`src/rtl/gpu_protocol_pkg.sv`:
```
// Shared GPU command-path protocol constants and types.
// Used by the command sender, UART peers and the instruction engine.
package gpu_protocol_pkg;

  localparam logic [7:0] OPCODE_WRITE_PIXEL = 8'hA5;
  localparam int PACKET_BYTES = 5;

  localparam int RESOLUTION_W = 640;
  localparam int RESOLUTION_H = 480;
  localparam int FRAMEBUFFER_DEPTH = RESOLUTION_W * RESOLUTION_H;

  typedef enum logic [1:0] {
    SND_IDLE,
    SND_LOAD,
    SND_SEND,
    SND_FINISH
  } sender_state_e;

  typedef enum logic [2:0] {
    TX_IDLE,
    TX_START,
    TX_DATA,
    TX_STOP,
    TX_CLEANUP
  } tx_state_e;

  function automatic logic [7:0] packet_byte(
    input logic [2:0]  idx,
    input logic [23:0] addr,
    input logic [7:0]  data
  );
    logic [7:0] b;
    unique case (idx)
      3'd0:    b = OPCODE_WRITE_PIXEL;
      3'd1:    b = addr[23:16];
      3'd2:    b = addr[15:8];
      3'd3:    b = addr[7:0];
      default: b = data;
    endcase
    return b;
  endfunction

endpackage

```
`src/rtl/uart_transmitter.sv`:
```
// 8N1 UART transmitter, peer of uart_receiver.
// Done marks the final stop-bit cycle so frames can follow with one idle cycle.
module uart_transmitter #(
  parameter int CLKS_PER_BIT = 868
) (
  input  logic       i_Clock,
  input  logic       i_Reset,
  input  logic       i_Tx_DV,
  input  logic [7:0] i_Tx_Byte,
  output logic       o_Tx_Serial,
  output logic       o_Tx_Active,
  output logic       o_Tx_Done
);
  import gpu_protocol_pkg::*;

  localparam int CW =
    (CLKS_PER_BIT > 1) ? $clog2(CLKS_PER_BIT) : 1;
  localparam logic [CW-1:0] LAST = CW'(CLKS_PER_BIT - 1);

  tx_state_e     state, state_n;
  logic [CW-1:0] baud, baud_n;
  logic [2:0]    bit_idx, bit_n;
  logic [7:0]    shreg, shreg_n;
  logic          serial_n;
  logic          tick;

  assign tick = (baud == LAST);
  assign o_Tx_Done = (state == TX_STOP) && tick;
  assign o_Tx_Active =
    state inside {TX_START, TX_DATA, TX_STOP};

  always_comb begin
    state_n  = state;
    baud_n   = baud;
    bit_n    = bit_idx;
    shreg_n  = shreg;
    serial_n = o_Tx_Serial;
    unique case (state)
      TX_IDLE, TX_CLEANUP: begin
        serial_n = 1'b1;
        state_n  = TX_IDLE;
        if (i_Tx_DV) begin
          state_n  = TX_START;
          serial_n = 1'b0;
          shreg_n  = i_Tx_Byte;
          baud_n   = '0;
          bit_n    = '0;
        end
      end
      TX_START: begin
        if (tick) begin
          baud_n   = '0;
          state_n  = TX_DATA;
          serial_n = shreg[0];
        end else begin
          baud_n = baud + 1'b1;
        end
      end
      TX_DATA: begin
        if (tick) begin
          baud_n = '0;
          if (bit_idx == 3'd7) begin
            state_n  = TX_STOP;
            serial_n = 1'b1;
          end else begin
            bit_n    = bit_idx + 3'd1;
            shreg_n  = {1'b0, shreg[7:1]};
            serial_n = shreg[1];
          end
        end else begin
          baud_n = baud + 1'b1;
        end
      end
      TX_STOP: begin
        if (tick) begin
          baud_n  = '0;
          state_n = TX_CLEANUP;
        end else begin
          baud_n = baud + 1'b1;
        end
      end
      default: state_n = TX_IDLE;
    endcase
  end

  always_ff @(posedge i_Clock or posedge i_Reset) begin
    if (i_Reset) begin
      state       <= TX_IDLE;
      baud        <= '0;
      bit_idx     <= '0;
      shreg       <= '0;
      o_Tx_Serial <= 1'b1;
    end else begin
      state       <= state_n;
      baud        <= baud_n;
      bit_idx     <= bit_n;
      shreg       <= shreg_n;
      o_Tx_Serial <= serial_n;
    end
  end

endmodule

```
`src/rtl/gpu_command_sender.sv`:
```
// Packs pixel-write commands into 5-byte packets and sends them
// over the UART line feeding the GPU receiver.
module gpu_command_sender #(
  parameter int CLOCK_FREQUENCY   = 100_000_000,
  parameter int UART_BAUD_RATE    = 115200,
  parameter int CLKS_PER_BIT      = CLOCK_FREQUENCY / UART_BAUD_RATE,
  parameter int BITS_PER_PIXEL    = 4,
  parameter int FRAMEBUFFER_DEPTH = gpu_protocol_pkg::FRAMEBUFFER_DEPTH
) (
  input  logic                      i_Clock,
  input  logic                      i_Reset,
  input  logic                      i_Cmd_Valid,
  output logic                      o_Cmd_Ready,
  input  logic [31:0]               i_Cmd_Addr,
  input  logic [BITS_PER_PIXEL-1:0] i_Cmd_Data,
  output logic                      o_Uart_Tx,
  output logic                      o_Busy,
  output logic                      o_Done,
  output logic                      o_Error
);
  import gpu_protocol_pkg::*;

  sender_state_e             state, state_n;
  logic [2:0]                idx, idx_n;
  logic [23:0]               addr_q;
  logic [BITS_PER_PIXEL-1:0] data_q;
  logic                      accept, in_range;
  logic                      tx_dv, tx_done, tx_active;
  logic [7:0]                tx_byte;

  assign accept   = i_Cmd_Valid && o_Cmd_Ready;
  assign in_range = i_Cmd_Addr < 32'(FRAMEBUFFER_DEPTH);
  assign tx_byte  = packet_byte(idx, addr_q, 8'(data_q));

  always_comb begin
    state_n = state;
    idx_n   = idx;
    tx_dv   = 1'b0;
    unique case (state)
      SND_IDLE: begin
        if (accept && in_range) begin
          state_n = SND_LOAD;
          idx_n   = '0;
        end
      end
      SND_LOAD: begin
        if (!tx_active) begin
          tx_dv   = 1'b1;
          state_n = SND_SEND;
        end
      end
      SND_SEND: begin
        if (tx_done) begin
          if (idx == 3'(PACKET_BYTES - 1)) begin
            state_n = SND_FINISH;
            idx_n   = '0;
          end else begin
            state_n = SND_LOAD;
            idx_n   = idx + 3'd1;
          end
        end
      end
      SND_FINISH: state_n = SND_IDLE;
      default:    state_n = SND_IDLE;
    endcase
  end

  // Status outputs are registered from the next state.
  always_ff @(posedge i_Clock or posedge i_Reset) begin
    if (i_Reset) begin
      state       <= SND_IDLE;
      idx         <= '0;
      addr_q      <= '0;
      data_q      <= '0;
      o_Cmd_Ready <= 1'b1;
      o_Busy      <= 1'b0;
      o_Done      <= 1'b0;
      o_Error     <= 1'b0;
    end else begin
      state <= state_n;
      idx   <= idx_n;
      if (accept) begin
        addr_q <= i_Cmd_Addr[23:0];
        data_q <= i_Cmd_Data;
      end
      o_Cmd_Ready <= (state_n == SND_IDLE);
      o_Busy      <= (state_n != SND_IDLE);
      o_Done      <= (state_n == SND_FINISH);
      o_Error     <= accept && !in_range;
    end
  end

  uart_transmitter #(
    .CLKS_PER_BIT(CLKS_PER_BIT)
  ) u_tx (
    .i_Clock    (i_Clock),
    .i_Reset    (i_Reset),
    .i_Tx_DV    (tx_dv),
    .i_Tx_Byte  (tx_byte),
    .o_Tx_Serial(o_Uart_Tx),
    .o_Tx_Active(tx_active),
    .o_Tx_Done  (tx_done)
  );

endmodule

```
`config.mk`:
```
export PLATFORM = sky130hd
export DESIGN_NAME = gpu_command_sender
export DESIGN_NICKNAME = d
export VERILOG_FILES = /design/src/rtl/gpu_protocol_pkg.sv /design/src/rtl/uart_transmitter.sv /design/src/rtl/gpu_command_sender.sv
export SDC_FILE = /design/constraint.sdc
export NUM_CORES = 1
export LEC_CHECK = 0
export CAP_MARGIN = 10
export CORE_MARGIN = 2
export CORE_UTILIZATION = 35
export DETAILED_ROUTE_END_ITERATION = 10
export SLEW_MARGIN = 5
export SYNTH_ARGS = -nofsm -noshare
export SYNTH_HDL_FRONTEND = slang
export SYNTH_HIERARCHICAL = 1
export SYNTH_SLANG_ARGS = --single-unit
```
`constraint.sdc`:
```
create_clock -name i_Clock -period 1.9 [get_ports i_Clock]
set_input_delay 0.285 -clock i_Clock [delete_from_list [all_inputs] [get_ports i_Clock]]
set_output_delay 0.285 -clock i_Clock [all_outputs]
set_load 0.01 [all_outputs]
```
* Word level (Yosys, flattened, before mapping)
Index checks and enable logic that the tools add are counted.
Operators by class: add/subtract/negate cells 3, multipliers 0, div/mod/pow operators 0, magnitude comparators 1, eq/ne operators 22, shift-type cells 0, multiplexer cells 34, bitwise gates (word level) 0, reduce and logical (&&, ||, !) cells 22
Operators by type and width (count):
- $lt 32x19->1 const B | 1
- $pmux 8 s4 | 1
- $mux 3 | 10
- $mux 8 | 3
- $mux 10 | 2
- $pmux 10 s2 | 1
- $pmux 8 s2 | 1
- $eq 3x2->1 const B | 4
- $pmux 3 s2 | 2
- $pmux 3 s4 | 1
- $add 10x1->10 const B | 1
- $eq 10x10->1 const B | 1
- $ne 2x2->1 const B | 5
- $eq 3x3->1 const B | 3
- $mux 2 | 4
- $pmux 2 s4 | 1
- $reduce_and 4->1 | 2
- $reduce_bool 2->1 | 4
- $mux 1 | 7
- $add 3x1->3 const B | 2
- $eq 2x2->1 const B | 3
- $eq 3x1->1 const B | 2
- $logic_not 3->1 | 2
- $ne 2x1->1 const B | 3
- 10 further kinds | 16
Storage, ports and cells: flip-flop bits (word level) 62, latch bits 0, memory bits (writable) 0, memory bits (read-only) 0, bits of input ports 39, output and inout bits 5, word-level logic and storage cells 95, memories 0

* Depth between registers and ports, before layout
depth in word-level cells 6, gate-level depth with buffers 9, depth with buffers taken out 8

* Cells and area by module
The synthesis kept the hierarchy.
By module, submodules not included:
- gpu_command_sender | instances 1, cells each 139, area each 1719.1 µm², sequential area each 927.1 µm²
- uart_transmitter | instances 1, cells each 126, area each 1405.1 µm², sequential area each 626.9 µm²

* Worst setup path after synthesis
Ideal clock, no wire load.
kind flip-flop to flip-flop, start point register idx[0], end point register u_tx.shreg[1], library setup time 0.125 ns, arrival time 1.909 ns, data required time 1.775 ns, slack -0.134 ns, cell stages (with the launch flop) 8, path buffers 1, period minus slack after synthesis 2.034 ns, cell sequence dfrtp_1 -> ha_1 -> ha_1 -> clkbuf_1 -> a222oi_1 -> a21oi_1 -> mux2_1 -> mux2_4
Between the ends: word-level cells in the longest chain between the ends 4, elaborated cells between the ends (all ways) 7, classes of those cells eq/ne: 3; mux: 3; reduce/logical: 1
Ends and longest elaborated chain:
- start: declaration | RTL line gpu_command_sender.sv:24 | logic [2:0] idx, idx_n;
- start signal: assignment | RTL line gpu_command_sender.sv:81 | idx <= idx_n;
- $eq 3x2->1, or another cell as far along | RTL line gpu_protocol_pkg.sv:33 | unique case (idx)
- $pmux 8 s4 * | RTL line gpu_protocol_pkg.sv:33
- net tx_byte[1] | RTL line gpu_command_sender.sv:29 | logic [7:0] tx_byte;
- $mux 8 * | RTL line uart_transmitter.sv:42 | if (i_Tx_DV) begin
- $pmux 8 s2 * | RTL line uart_transmitter.sv:38 | unique case (state)
- end signal: assignment | RTL line uart_transmitter.sv:97 | shreg <= shreg_n;
- end: declaration | RTL line uart_transmitter.sv:23 | logic [7:0] shreg, shreg_n;
The timed path passes the listed nets; every way through them passes the cells marked *. The select of a mux whose other input is x is not followed. A chain may end at the register's enable or synchronous reset.

* Worst setup path after layout
start point register idx[0], end point register u_tx.shreg[0]
The elaborated chain is that of the path after synthesis.

==> impl_metrics.tcl <==
set metrics [dict create \
    slowest_stage "dfrtp_1" \
    dpl.hpwl_um 5010 \
    ff2ff_path_depth 7 \
    min_period_ns 1.97 \
    synth_commonest_cells "dfrtp_1, mux2_2, nand2_1" \
    die_area_um2 9700 \
    drcViolationCount 0 \
    htreeDepth 3 \
    fin_worst_skew_ns 0.00986 \
    synth_cells 265 \
    violations "setup timing" \
    clk_latency_ns 0.35 \
    n_antenna_cell 0 \
    worstPathMaxFanout 6 \
    r2r_end "u_tx/shreg[0]" \
    synth_edf_count 0 \
    cts_hold_buf 0 \
    synth_top_area_cell "dfrtp_1" \
    firstDrtPassIters 7 \
    drt_iter0_drc 95 \
    power_density_nw_per_um2 668 \
    first_global_vias 2425 \
    core_um2 8680 \
    cp_slowest_stage_delay_ns 0.44 \
    initial_core_util_pct 36.0 \
    cts-buffers-inserted 9 \
    rows 34 \
    grtUsageTotal_pct 15.3 \
    clk_pin_slew_ns 0.08 \
    wl_met1_um 3160 \
    ys.flop_type "dfrtp_1" \
    status "complete, but fails checks" \
    avgSynthCellArea_um2 11.8 \
    r2r_setup_slack_ns -0.07 \
    yosysSeqAreaShare_pct 49.7 \
    ys_types 56 \
    synth_area_leaders "dfrtp_1, mux2_2, ha_1" \
    yosys_warnings 6 \
    rsz0062_at_grt "yes" \
    crit_top_cell "mux2_4" \
    reg2reg_from "idx[0]" \
    dr.max_layer_used "met4" \
    cp-start-kind "flip-flop" \
    port_buffers 43 \
    cts_tree "done" \
    nets 392 \
    drive_gt1_share_pct 35.7 \
    worst-slew-pin-transition_ns 0.446 \
    drv_slew 0 \
    wl_met2_um 3420 \
    grt_pass1_wl_um 11900 \
    cts_max_path_buffers 2 \
    grt_max_degree 32 \
    synth.ff_latch_count 62 \
    ant_nets 0 \
    fp.dieH_um 98.5 \
    syn2layout_area_growth_pct 36.9 \
    end_kind "flip-flop" \
    synth_area_um2 3120 \
    synth_top_area_share_pct 48.1 \
    critPathKind "flip-flop to flip-flop" \
    wl_met3_um 197 \
    crit_chain "buf_6 -> ha_4 -> a221oi_2 -> nor2_1 -> a221o_1 -> mux2_4 -> mux2_4" \
    ir_drop_uv 347 \
    cap_viol_max_count 0 \
    relSlewSlack_pct 70.2 \
    ios 44 \
    synth.most_common_cell "dfrtp_1" \
    fmax_ghz 0.507 \
    tns_ns -0.254 \
    routed_wl_um 6840 \
    antenna_found_initial 0 \
    grt.overflow.total 0 \
    die_x_um 98.5 \
    finalHoldViolCount 0 \
    wl_per_cell_um 14.9 \
    arrival_ns 2.20 \
    fillers 813 \
    fin_crit_sh_pct 104 \
    clockRootBuffer "clkbuf_8" \
    finalSetupViolCount 6 \
    fin_ws_ns -0.0714 \
    p_leak_nw 1.92 \
    async_flop_share_pct 100 \
    place_ws_ns -0.125 \
    synth_nets 312 \
    required_ns 2.13 \
    clock-sinks 62 \
    gp_congestion 0.805 \
    min_path_type "input port to async pin" \
    via_per_inst 5.06 \
    vias 2319 \
]
-- flip-flops by register name, summed over array words and instances (netlist names), 2 cells and up --
signal and flops:
addr_q 24, u_tx/baud 10, u_tx/shreg 8, data_q 4
idx 3, u_tx/bit_idx 3, u_tx/state 3, state 2
-- routing by layer --
metal | up-vias | track usage, %
met5 | - | 0
met4 | 0 | 4.53
met3 | 6 | 3.76
met2 | 23 | 25.1
met1 | 1148 | 20.3
li1 | 1142 | -
-- metrics by stage --
| stage | util (%) | cell area [um2] | cells | total power (W) | hold slack [ns] |
|---|---|---|---|---|---|
| floorplan | - | 3150 | 265 | 0.00155 | 0.312 |
| global placement | 45.2 | 3920 | 439 | 0.00169 | 0.484 |
| detailed placement | 45.2 | 3920 | 439 | 0.00169 | 0.486 |
| CTS | 49.1 | 4260 | 458 | 0.00290 | 0.226 |
| global route | 49.3 | 4280 | 458 | 0.00298 | 0.256 |
| finish | 49.3 | 4280 | 458 | 0.00286 | 0.225 |
-- logic make-up (layout without fill, tap and decap cells) --
group | Yosys count | after routing | synth area share [%]
buffers and inverters | 22 | 107 | 3.56
xor gates and xnor gates | 1 | 1 | 0.280
muxes | 46 | 46 | 17.3
and+or+nand+nor | 78 | 78 | 13.9
adders and majority gates | 8 | 8 | 3.20
DFF | 62 | 62 | 49.7
AOI/OAI and AO/OA | 48 | 48 | 12.0
-- worst max path at each step --
stage	from	end	slack (ns)	cells after the start
floorplan	idx[0]	u_tx/shreg[1]	-0.02	7
global placement	idx[0]	u_tx/shreg[6]	-0.07	6
detailed placement	idx[1]	u_tx/shreg[0]	-0.12	7
CTS	idx[0]	u_tx/shreg[0]	-0.06	7
global route	idx[0]	u_tx/shreg[0]	-0.16	7
finish	idx[0]	u_tx/shreg[0]	-0.07	7
-- placed cells by master, fill, tap and decap left out, drive strengths merged, types with 5 or more instances in the layout --
cell type and instances:
nor3 6, mux2 45, dfrtp 60, clkdlybuf4s50 43, ha 8, nor2 18, a21oi 6, nor2b 7
inv 14, a22o 5, o21ai 5, nand2 18, nand3 8, buf 37, clkbuf 9
-- where the power goes --
part / total (W) / switching [W] / internal (W)
registers: 0.00142 / 0.0000402 / 0.00138
clock network: 0.00119 / 0.000565 / 0.000620
logic: 0.000247 / 0.0000867 / 0.000161
-- worst max-delay path, delay by kind of cell (launching register included) --
| kind | cells | cell delay, ns |
|---|---|---|
| flip-flops | 1 | 0.44 |
| buffers and inverters | 1 | 0.15 |
| multiplexers | 2 | 0.53 |
| adder cells (fa/ha/maj) | 1 | 0.18 |
| AND/OR/NAND/NOR | 1 | 0.07 |
| AO/OA/AOI/OAI | 2 | 0.50 |
-- repair_timing --
item | CTS | global route
pin swaps | 10 | 4
gates resized for setup | 23 | 5
buffers inserted | 3 | 0
endpoints found under the setup margin | 7 | 11
-- layout make-up --
type | instances | area, um2 | share of cell area (%)
Clock buffer | 9 | 124 | 2.90
Clock inverter | 7 | 80.1 | 1.87
Inverter | 11 | 41.3 | 0.965
Multi-Input combinational cell | 181 | 1590 | 37.2
Sequential cell | 62 | 1550 | 36.3
Tap cell | 108 | 135 | 3.16
Timing Repair Buffer | 80 | 749 | 17.5
Power figures use the tool's default switching activity.
